## src/rtl/contador_bcd_mux.sv

```systemverilog
// contador_bcd_mux: multi-digit BCD up/down counter with a time-multiplexed
// digit scanner feeding a 7-segment decoder.
//
// Parameters:
//   DIGITS   - number of BCD digits counted and scanned (1..8)
//   SCAN_DIV - clock cycles each digit stays selected (>= 1)
//
// Ports:
//   clk     in   system clock, rising edge
//   rst_n   in   asynchronous active-low reset
//   en      in   count enable, one count per cycle
//   up      in   direction: 1 = increment, 0 = decrement
//   clr     in   synchronous clear, has priority over en
//   valor   out  full BCD count, digit 0 in bits [3:0]
//   estouro out  one-cycle pulse after a wrap in either direction
//   data    out  BCD code of the selected digit
//   sel     out  one-hot, active-high digit select
//
// Optional build macro: BLANK_ZEROS_EN enables leading-zero blanking on data
// (blanked digits are driven as 4'hF; digit 0 is never blanked).
module contador_bcd_mux #(
  parameter int DIGITS   = 4,
  parameter int SCAN_DIV = 50000
) (
  input  logic                clk,
  input  logic                rst_n,
  input  logic                en,
  input  logic                up,
  input  logic                clr,
  output logic [4*DIGITS-1:0] valor,
  output logic                estouro,
  output logic [3:0]          data,
  output logic [DIGITS-1:0]   sel
);

  localparam int DW = (SCAN_DIV > 1) ? $clog2(SCAN_DIV) : 1;

  logic [4*DIGITS-1:0] r_valor;
  logic                r_estouro;
  logic [2:0]          r_idx;
  logic [DW-1:0]       r_div;
  logic [DIGITS-1:0]   r_sel;
  logic [3:0]          r_data;

  logic [4*DIGITS-1:0] w_inc;
  logic [4*DIGITS-1:0] w_dec;
  logic                w_carry;
  logic                w_borrow;
  logic [3:0]          w_cur;
  logic [3:0]          w_data_next;
  logic                w_div_last;

  // Ripple carry/borrow across digits; a carry (borrow) surviving past the
  // top digit means the whole count wrapped.
  always_comb begin
    w_inc    = r_valor;
    w_dec    = r_valor;
    w_carry  = 1'b1;
    w_borrow = 1'b1;
    for (int unsigned i = 0; i < DIGITS; i++) begin
      if (w_carry) begin
        if (r_valor[4*i +: 4] == 4'd9) begin
          w_inc[4*i +: 4] = 4'd0;
        end else begin
          w_inc[4*i +: 4] = r_valor[4*i +: 4] + 4'd1;
          w_carry         = 1'b0;
        end
      end
      if (w_borrow) begin
        if (r_valor[4*i +: 4] == 4'd0) begin
          w_dec[4*i +: 4] = 4'd9;
        end else begin
          w_dec[4*i +: 4] = r_valor[4*i +: 4] - 4'd1;
          w_borrow        = 1'b0;
        end
      end
    end
  end

  always_comb begin
    w_cur = '0;
    for (int unsigned i = 0; i < DIGITS; i++) begin
      if (r_idx == 3'(i)) begin
        w_cur = r_valor[4*i +: 4];
      end
    end
  end

`ifdef BLANK_ZEROS_EN
  logic [DIGITS-1:0] w_blank;
  logic              w_zero_above;

  // Walk down from the most significant digit; a digit is blank while it and
  // everything above it is zero. Digit 0 is excluded so zero shows as "0".
  always_comb begin
    w_blank      = '0;
    w_zero_above = 1'b1;
    for (int unsigned k = DIGITS - 1; k >= 1; k--) begin
      w_zero_above = w_zero_above & (r_valor[4*k +: 4] == 4'd0);
      w_blank[k]   = w_zero_above;
    end
  end

  always_comb begin
    w_data_next = w_cur;
    for (int unsigned i = 0; i < DIGITS; i++) begin
      if (r_idx == 3'(i) && w_blank[i]) begin
        w_data_next = 4'hF;
      end
    end
  end
`else
  always_comb begin
    w_data_next = w_cur;
  end
`endif

  assign w_div_last = (r_div == DW'(SCAN_DIV - 1));

  always_ff @(posedge clk or negedge rst_n) begin
    if (!rst_n) begin
      r_valor   <= '0;
      r_estouro <= 1'b0;
    end else if (clr) begin
      r_valor   <= '0;
      r_estouro <= 1'b0;
    end else if (en) begin
      r_valor   <= up ? w_inc : w_dec;
      r_estouro <= up ? w_carry : w_borrow;
    end else begin
      r_estouro <= 1'b0;
    end
  end

  always_ff @(posedge clk or negedge rst_n) begin
    if (!rst_n) begin
      r_div  <= '0;
      r_idx  <= '0;
      r_sel  <= DIGITS'(1);
      r_data <= '0;
    end else begin
      if (w_div_last) begin
        r_div <= '0;
        r_idx <= (r_idx == 3'(DIGITS - 1)) ? 3'd0 : r_idx + 3'd1;
      end else begin
        r_div <= r_div + DW'(1);
      end
      r_sel  <= DIGITS'(1) << r_idx;
      r_data <= w_data_next;
    end
  end

  assign valor   = r_valor;
  assign estouro = r_estouro;
  assign data    = r_data;
  assign sel     = r_sel;

endmodule

```

## config.mk

```make
export PLATFORM = sky130hd
export DESIGN_NAME = contador_bcd_mux
export DESIGN_NICKNAME = d
export VERILOG_FILES = /design/src/rtl/contador_bcd_mux.sv
export SDC_FILE = /design/constraint.sdc
export NUM_CORES = 1
export LEC_CHECK = 0
export ABC_AREA = 1
export CAP_MARGIN = 15
export CORE_ASPECT_RATIO = 1.25
export CORE_MARGIN = 2
export CORE_UTILIZATION = 25
export DETAILED_ROUTE_END_ITERATION = 10
export MAX_ROUTING_LAYER = met4
export PLACE_DENSITY = 0.51
export SYNTH_ARGS = -nofsm -noshare
export SYNTH_HDL_FRONTEND = slang
export SYNTH_SLANG_ARGS = --single-unit
```

## constraint.sdc

```tcl
create_clock -name clk -period 2.8 [get_ports clk]
set_clock_uncertainty 0.05 [all_clocks]
set_input_delay 0.28 -clock clk [delete_from_list [all_inputs] [get_ports clk]]
set_output_delay 0.28 -clock clk [all_outputs]
set_load 0.05 [all_outputs]
```

# --- Word level (Yosys, flattened, before mapping) ---
# Cells that the tools add are included.
# W data, S select, Z words.
totals:
  elab_cells: 83
  register_bits: 44
  input_bits: 5
op_classes:
  mux: 40
  n_addsub: 10
  shifts: 1
  reduce_logical: 12
  n_eq_ne: 11
ops:
  columns: ["cell", "n"]
  rows:
  - ["$mux W4", 18]
  - ["$mux W16", 4]
  - ["$mux W1", 17]
  - ["$add A16 B1 Y16 const B", 1]
  - ["$add A4 B1 Y4 const B", 4]
  - ["$eq A16 B16 Y1 const B", 1]
  - ["$eq A4 B4 Y1 const B", 4]
  - ["$logic_not A4 Y1", 4]
  - ["$sub A4 B1 Y4 const B", 4]
  - ["$ne A3 B1 Y1 const B", 3]
  - ["$reduce_and A3 Y1", 3]
  - ["$reduce_bool A3 Y1", 3]
  - ["$eq A3 B2 Y1 const B", 2]
  - ["$shl A1 B3 Y4 const A", 1]
  - ["$add A3 B1 Y3 const B", 1]
  - ["$eq A3 B1 Y1 const B", 1]
  - ["$logic_not A3 Y1", 1]
  - ["$mux W3", 1]
  - ["$reduce_bool A2 Y1", 1]

# --- Depth between registers and ports, before layout ---
# Gate-level depths: netlist (run 1).
logic_depth:
  word_depth: 8
  depth_mapped: 10
  depth_no_buf: 10

# --- Worst setup path after synthesis (run 1) ---
# OpenSTA, ideal clock, no wires.
synth_timing:
  path_type: "reg-to-reg"
  startpoint: "register r_valor[0], in the netlist valor[0]"
  endpoint: "register r_valor[10], in the netlist valor[10]"
  slack_ns: 0.897
  arrival_ns: 1.731
  path_buffers: 1
  setup_time_ns: 0.122
  stages_incl_launch_ff: 10
  required_time_ns: 2.628
  cell_sequence: "dfrtp_1 inv_1 ha_1 nand3_1 nand2_1 nand3_4 nor2_2 buf_6 nand2_1 o21ai_2"
synth_between:
  elab_chain_cells: 5
synth_lines:
  columns: ["element", "line_no", "text"]
  rows:
  - ["from (decl)", "38", "logic [4*DIGITS-1:0] r_valor;"]
  - ["from (signal assigned)", "128", "r_valor <= up ? w_inc : w_dec;"]
  - ["$eq A4 B4 Y1 / $logic_not A4 Y1 (equally long branches)", "62, 70", null]
  - ["$mux W1 (on tied branches)", "62, 70", null]
  - ["$mux W1 (on tied branches)", "61, 69", null]
  - ["$ne A3 B1 Y1 (no line) / $reduce_bool A3 Y1 (equally long branches)", null, null]
  - ["$reduce_and A3 Y1 (no line) (*)", null, null]
# Every way passes the cells marked *; elsewhere a longest branch is shown, timed or not.
# A chain may end at the register's enable or synchronous reset.

# --- Worst setup path in the final report (run 1) ---
layout_timing:
  startpoint: "register r_valor[0], in the netlist valor[0]"
  endpoint: "register r_valor[15], in the netlist valor[15]"
layout_between:
  elab_chain_cells: 6
layout_lines:
  columns: ["element", "line_no"]
  rows:
  - ["$eq A4 B4 Y1 / $logic_not A4 Y1 (equally long branches)", "62, 70"]
  - ["$mux W1 (on tied branches)", "62, 70"]
  - ["$mux W1 (on tied branches) (2 in series)", "61, 69"]
  - ["$ne A3 B1 Y1 (no line) / $reduce_bool A3 Y1 (equally long branches)", null]
  - ["$reduce_and A3 Y1 (no line) (*)", null]
# Marks and branches as above.

==> impl_metrics.tcl, run 1 <==
set metrics [dict create \
    end_kind "register" \
    area_growth_pct 22.0 \
    drive_above_1_share 0.0529 \
    synth_area_sq_um 2820 \
    yosys_warnings 0 \
    placeableCoreArea_sq_um 11000 \
    insertion_delay_ns 0.29 \
    netlist.area_leader.share 0.382 \
    slew_viol_final 0 \
    cts_tree "yes" \
    maxCapViolCount 0 \
    irDropWorstVdd_v 0.000591 \
    track_usage 0.125 \
    synth_edf_count 0 \
    crit_chain "inv_1, ha_1, nand3_1, nand2_1, nand3_4, nor2_2, nand2_1, nand2_1, nand2_1" \
    busiest_layer "met2" \
    grt_use_met2 0.224 \
    antenna_found_initial 0 \
    grt_max_degree 45 \
    initial_core_util 0.255 \
    postCtsResizedCells 0 \
    clk_pin_slew_ns 0.07 \
    use_met3 0.0222 \
    diodes 0 \
    die-height_um 123 \
    fin_crit_sh 0.787 \
    vias 2543 \
    drc 0 \
    max-slew-margin-rel 0.652 \
    cp_slowest_cell "dfrtp_1" \
    drt-total-wl_mm 7.05 \
    ys_async_sr_fraction 1.00 \
    finalNonFillerCells 551 \
    status "completed" \
    cp.required_ns 2.94 \
    place_hpwl_mm 5.22 \
    clock_sinks 44 \
    grt_pass1_vias 2576 \
    clock.fmax_ghz 0.454 \
    grt_pass1_wl_mm 11.9 \
    gp_congestion 0.866 \
    final_common_cell "nand2_1" \
    fill_cells 1173 \
    cpPeakStageDelay_ns 0.48 \
    ant_nets 0 \
    yosys.area.top_type "dfrtp_1" \
    cts_setup_buffers 0 \
    htree_levels 2 \
    yosysSeqAreaShare 0.391 \
    p_leak_nw 1.69 \
    start_kind "register" \
    tightest_slew_ns 0.520 \
    hold_viol_final 0 \
    cp_common_cell "nand2_1" \
    die_w_um 98.9 \
    firstDrtPassIters 4 \
    finalSetupTns_ns 0 \
    ys_top_cells_by_area "dfrtp_1 (38%), nand2_1 (12%), nand3_1 (8.2%), ha_1 (8.0%), inv_1 (7.2%)" \
    path_class "reg2reg" \
    clockBufferDepth 2 \
    powerDensity_nw_per_um2 829 \
    ff2ff_path_depth 9 \
    syn_inst 382 \
    final_cell_mix "nand2_1 (93), inv_1 (54), nand3_1 (46)" \
    portBuffers 29 \
    crit_path_max_fanout 11 \
    rsz0062_at_grt "no" \
    io-pin-count 30 \
    ctsHoldBuffers 0 \
    synth_cell_type_count 28 \
    syn-mean-instance-area_sq_um 7.37 \
    dpl.cell_count 541 \
    drt_iter0_drc 93 \
    min_path_type "in2async" \
    grt_use_met1 0.138 \
    dieArea_sq_um 12100 \
    period_minus_slack_ns 2.20 \
    synth_ff_type "dfrtp_1" \
    rows 43 \
    syn_nets 405 \
    synth_seq_cells 44 \
    fin_nets 438 \
    cts_buffers 5 \
    avgRoutedWirePerCell_um 12.8 \
    vias_per_cell 4.62 \
    cp.arrival_ns 2.34 \
    grt_overflow 0 \
    cts_root_buffer "clkbuf_16" \
    timing.hold.ws_ns 0.369 \
    finalSetupViolCount 0 \
]
cells by family (layout without fill, tap and decap cells):
group / count (synthesis) / after routing / synth area share
flops: 44 / 44 / 0.391
buf+inv: 61 / 95 / 0.0897
simple gates: 205 / 205 / 0.319
compound gates: 42 / 42 / 0.0826
fa+ha+maj: 18 / 18 / 0.0800
xor+xnor: 12 / 12 / 0.0373
Yosys cell counts (all sizes together) (2+ instances only):
master   n
a21oi    6
o211ai   5
xor2     9
a31oi    2
o21ai   27
dfrtp   43
buf      4
nand2   96
ha      18
nor3     8
nand4    9
xnor2    3
nor2    44
inv     56
nand3   47
state kept, by name, summed over array words and instances, names as in the netlist:
register,flops
data,4
estouro,1
r_div,16
r_idx,3
sel,4
valor,16
through the flow:
stage | instance area, sq um | power [mW] | setup WS (ns) | utilization
after floorplan | 2820 | 1.75 | 0.897 | -
after global placement | 3230 | 2.16 | 0.604 | 0.293
after detailed placement | 3230 | 2.14 | 0.541 | 0.293
after CTS | 3410 | 2.87 | 0.629 | 0.309
after global routing | 3440 | 3.04 | 0.389 | 0.312
final | 3440 | 2.85 | 0.598 | 0.312
routing by layer:
| metal | vias up | wire length (um) | part of all wire |
|---|---|---|---|
| met5 | - | 0 | 0 |
| met4 | 0 | 150 | 0.021 |
| met3 | 12 | 217 | 0.031 |
| met2 | 52 | 3740 | 0.53 |
| met1 | 1188 | 2940 | 0.42 |
| li1 | 1291 | - | - |
final timing paths:
check / startpoint / to / slack [ns]
worst max-delay path: valor[0] / valor[15] / 0.60
min in group clk: r_div[0] / r_div[0] / 0.41
worst min-delay path: rst_n / r_div[5] / 0.37
max in group asynchronous: rst_n / valor[10] / 1.86
worst max register to register: valor[0] / valor[15] / 0.60
worst min register to register: r_div[0] / r_div[0] / 0.41
final cells by class:
cell class                      instances  area (sq um)  share of cell area
Clock buffer                            6           139              0.0404
Clock inverter                          2          38.8              0.0113
Inverter                               56           210              0.0612
Multi-Input combinational cell        277          1460               0.425
Sequential cell                        44          1100               0.321
Tap cell                              135           169              0.0492
Timing Repair Buffer                   31           315              0.0918
power breakdown:
part	total, mW	switching, mW	leakage, nW	internal, mW
logic	1.23	0.819	1.02	0.412
registers	0.906	0.180	0.579	0.725
clock network	0.712	0.265	0.0871	0.447
worst max-delay path: cells and delay by family (launching register included):
| family | cells | cell delay, ns |
|---|---|---|
| AND/OR/NAND/NOR | 7 | 1.10 |
| flip-flops | 1 | 0.48 |
| adder cells (fa/ha/maj) | 1 | 0.27 |
| buffers and inverters | 1 | 0.18 |
(Power assumes the default switching activity.)
==> run 2, diff against run 1 <==
- clock period: 2.8 -> 2.2 ns (I/O delays scaled with it)
==> impl_metrics.tcl, run 2 (synthesized netlist as in run 1, its figures left out) <==
set metrics [dict create \
    period_minus_slack_ns 1.95 \
    grt_max_degree 29 \
    cts_setup_buffers 0 \
    end_kind "primary output" \
    hold_viol_final 0 \
    area_growth_pct 23.5 \
    cp_slowest_cell "clkdlybuf4s50_1" \
    finalSetupTns_ns 0 \
    finalSetupViolCount 0 \
    drt-total-wl_mm 7.06 \
    p_leak_nw 1.72 \
    htree_levels 2 \
    p_total_mw 3.65 \
    insertion_delay_ns 0.29 \
    drive_above_1_share 0.0708 \
    die_w_um 98.9 \
    dieArea_sq_um 12100 \
    io-pin-count 30 \
    cts_buffers 5 \
    ctsHoldBuffers 1 \
    crit_path_max_fanout 6 \
    grt_pass1_wl_mm 11.9 \
    clockBufferDepth 2 \
    diodes 0 \
    grt_pass1_vias 2528 \
    maxCapViolCount 0 \
    cts_root_buffer "clkbuf_16" \
    vias 2599 \
    cp.arrival_ns 1.68 \
    slew_viol_final 0 \
    status "completed" \
    die-height_um 123 \
    vias_per_cell 4.65 \
    gp_congestion 0.892 \
    irDropWorstVdd_v 0.000662 \
    powerDensity_nw_per_um2 1050 \
    final_util 0.315 \
    max-slew-margin-rel 0.586 \
    cpPeakStageDelay_ns 0.87 \
    drc 0 \
    rows 43 \
    fin_nets 446 \
    fin_crit_sh 0.888 \
    avgRoutedWirePerCell_um 12.6 \
    drt_iter0_drc 107 \
    path_class "reg2out" \
    clock.fmax_ghz 0.512 \
    crit_chain "clkdlybuf4s50_1" \
    rsz0062_at_grt "no" \
    final_cell_mix "nand2_1 (93), inv_1 (54), nand3_1 (46)" \
    min_path_type "reg2reg" \
    postCtsResizedCells 0 \
    timing.hold.ws_ns 0.414 \
    placeableCoreArea_sq_um 11000 \
    start_kind "register" \
    antenna_found_initial 0 \
    track_usage 0.125 \
    clk_pin_slew_ns 0.07 \
    firstDrtPassIters 5 \
    critPathTopFamily "buffers and inverters" \
    cp.required_ns 1.93 \
    grt_overflow 0 \
    final_common_cell "nand2_1" \
    place_hpwl_mm 5.52 \
    dpl.cell_count 550 \
    initial_core_util 0.255 \
    clock_sinks 44 \
    cts_tree "yes" \
    finalNonFillerCells 559 \
    tightest_slew_ns 0.620 \
    ant_nets 0 \
    portBuffers 29 \
    cp_num_buf_inv 1 \
]
[run 2: cell types whose count changed in the layout (fill, tap and decap cells not counted), sizes merged]
cell      delta
clkinvlp     +1
clkinv       -1
inv          +1
clkbuf       -1
buf          +8
[run 2: metal layers]
metal	up-vias	GRT usage	wire [um]
li1	1306	-	-
met1	1221	0.137	2890
met2	58	0.229	3770
met3	14	0.0233	272
met4	0	0.0385	131
met5	-	-	0
[run 2: worst paths after layout]
| path | from | end | slack [ns] | depth (start not counted) |
|---|---|---|---|---|
| min in group asynchronous | rst_n | valor[4] | 0.44 | 2 |
| max reg2reg | valor[1] | valor[12] | 0.27 | 9 |
| min reg2reg | r_div[0] | r_div[0] | 0.41 | 1 |
| max | valor[7] | valor[7] | 0.25 | 1 |
| max in group asynchronous | rst_n | data[0] | 1.09 | 3 |
| min | r_div[0] | r_div[0] | 0.41 | 1 |
[run 2: power breakdown]
group	internal [mW]	switching, mW
Sequential	0.923	0.183
Clock	0.540	0.339
Combinational	0.558	1.11
Total	2.02	1.63
[run 2: area by class of cell]
cell class / count / area, sq um
repair buffers: 39 / 363
clock buffers: 5 / 125
inverters: 56 / 210
clock inverters: 3 / 46.3
flip-flops and latches: 44 / 1100
well taps: 135 / 169
multi-input cells: 277 / 1460
fillers: 1181 / 7550
[run 2: through the flow]
stage	setup WS (ns)	cell area [sq um]
2_1_floorplan	0.297	2820
6_report	0.247	3480
3_5_place_dp	0.251	3300
4_1_cts	0.233	3480
5_1_grt	0.102	3480
3_3_place_gp	0.284	3300
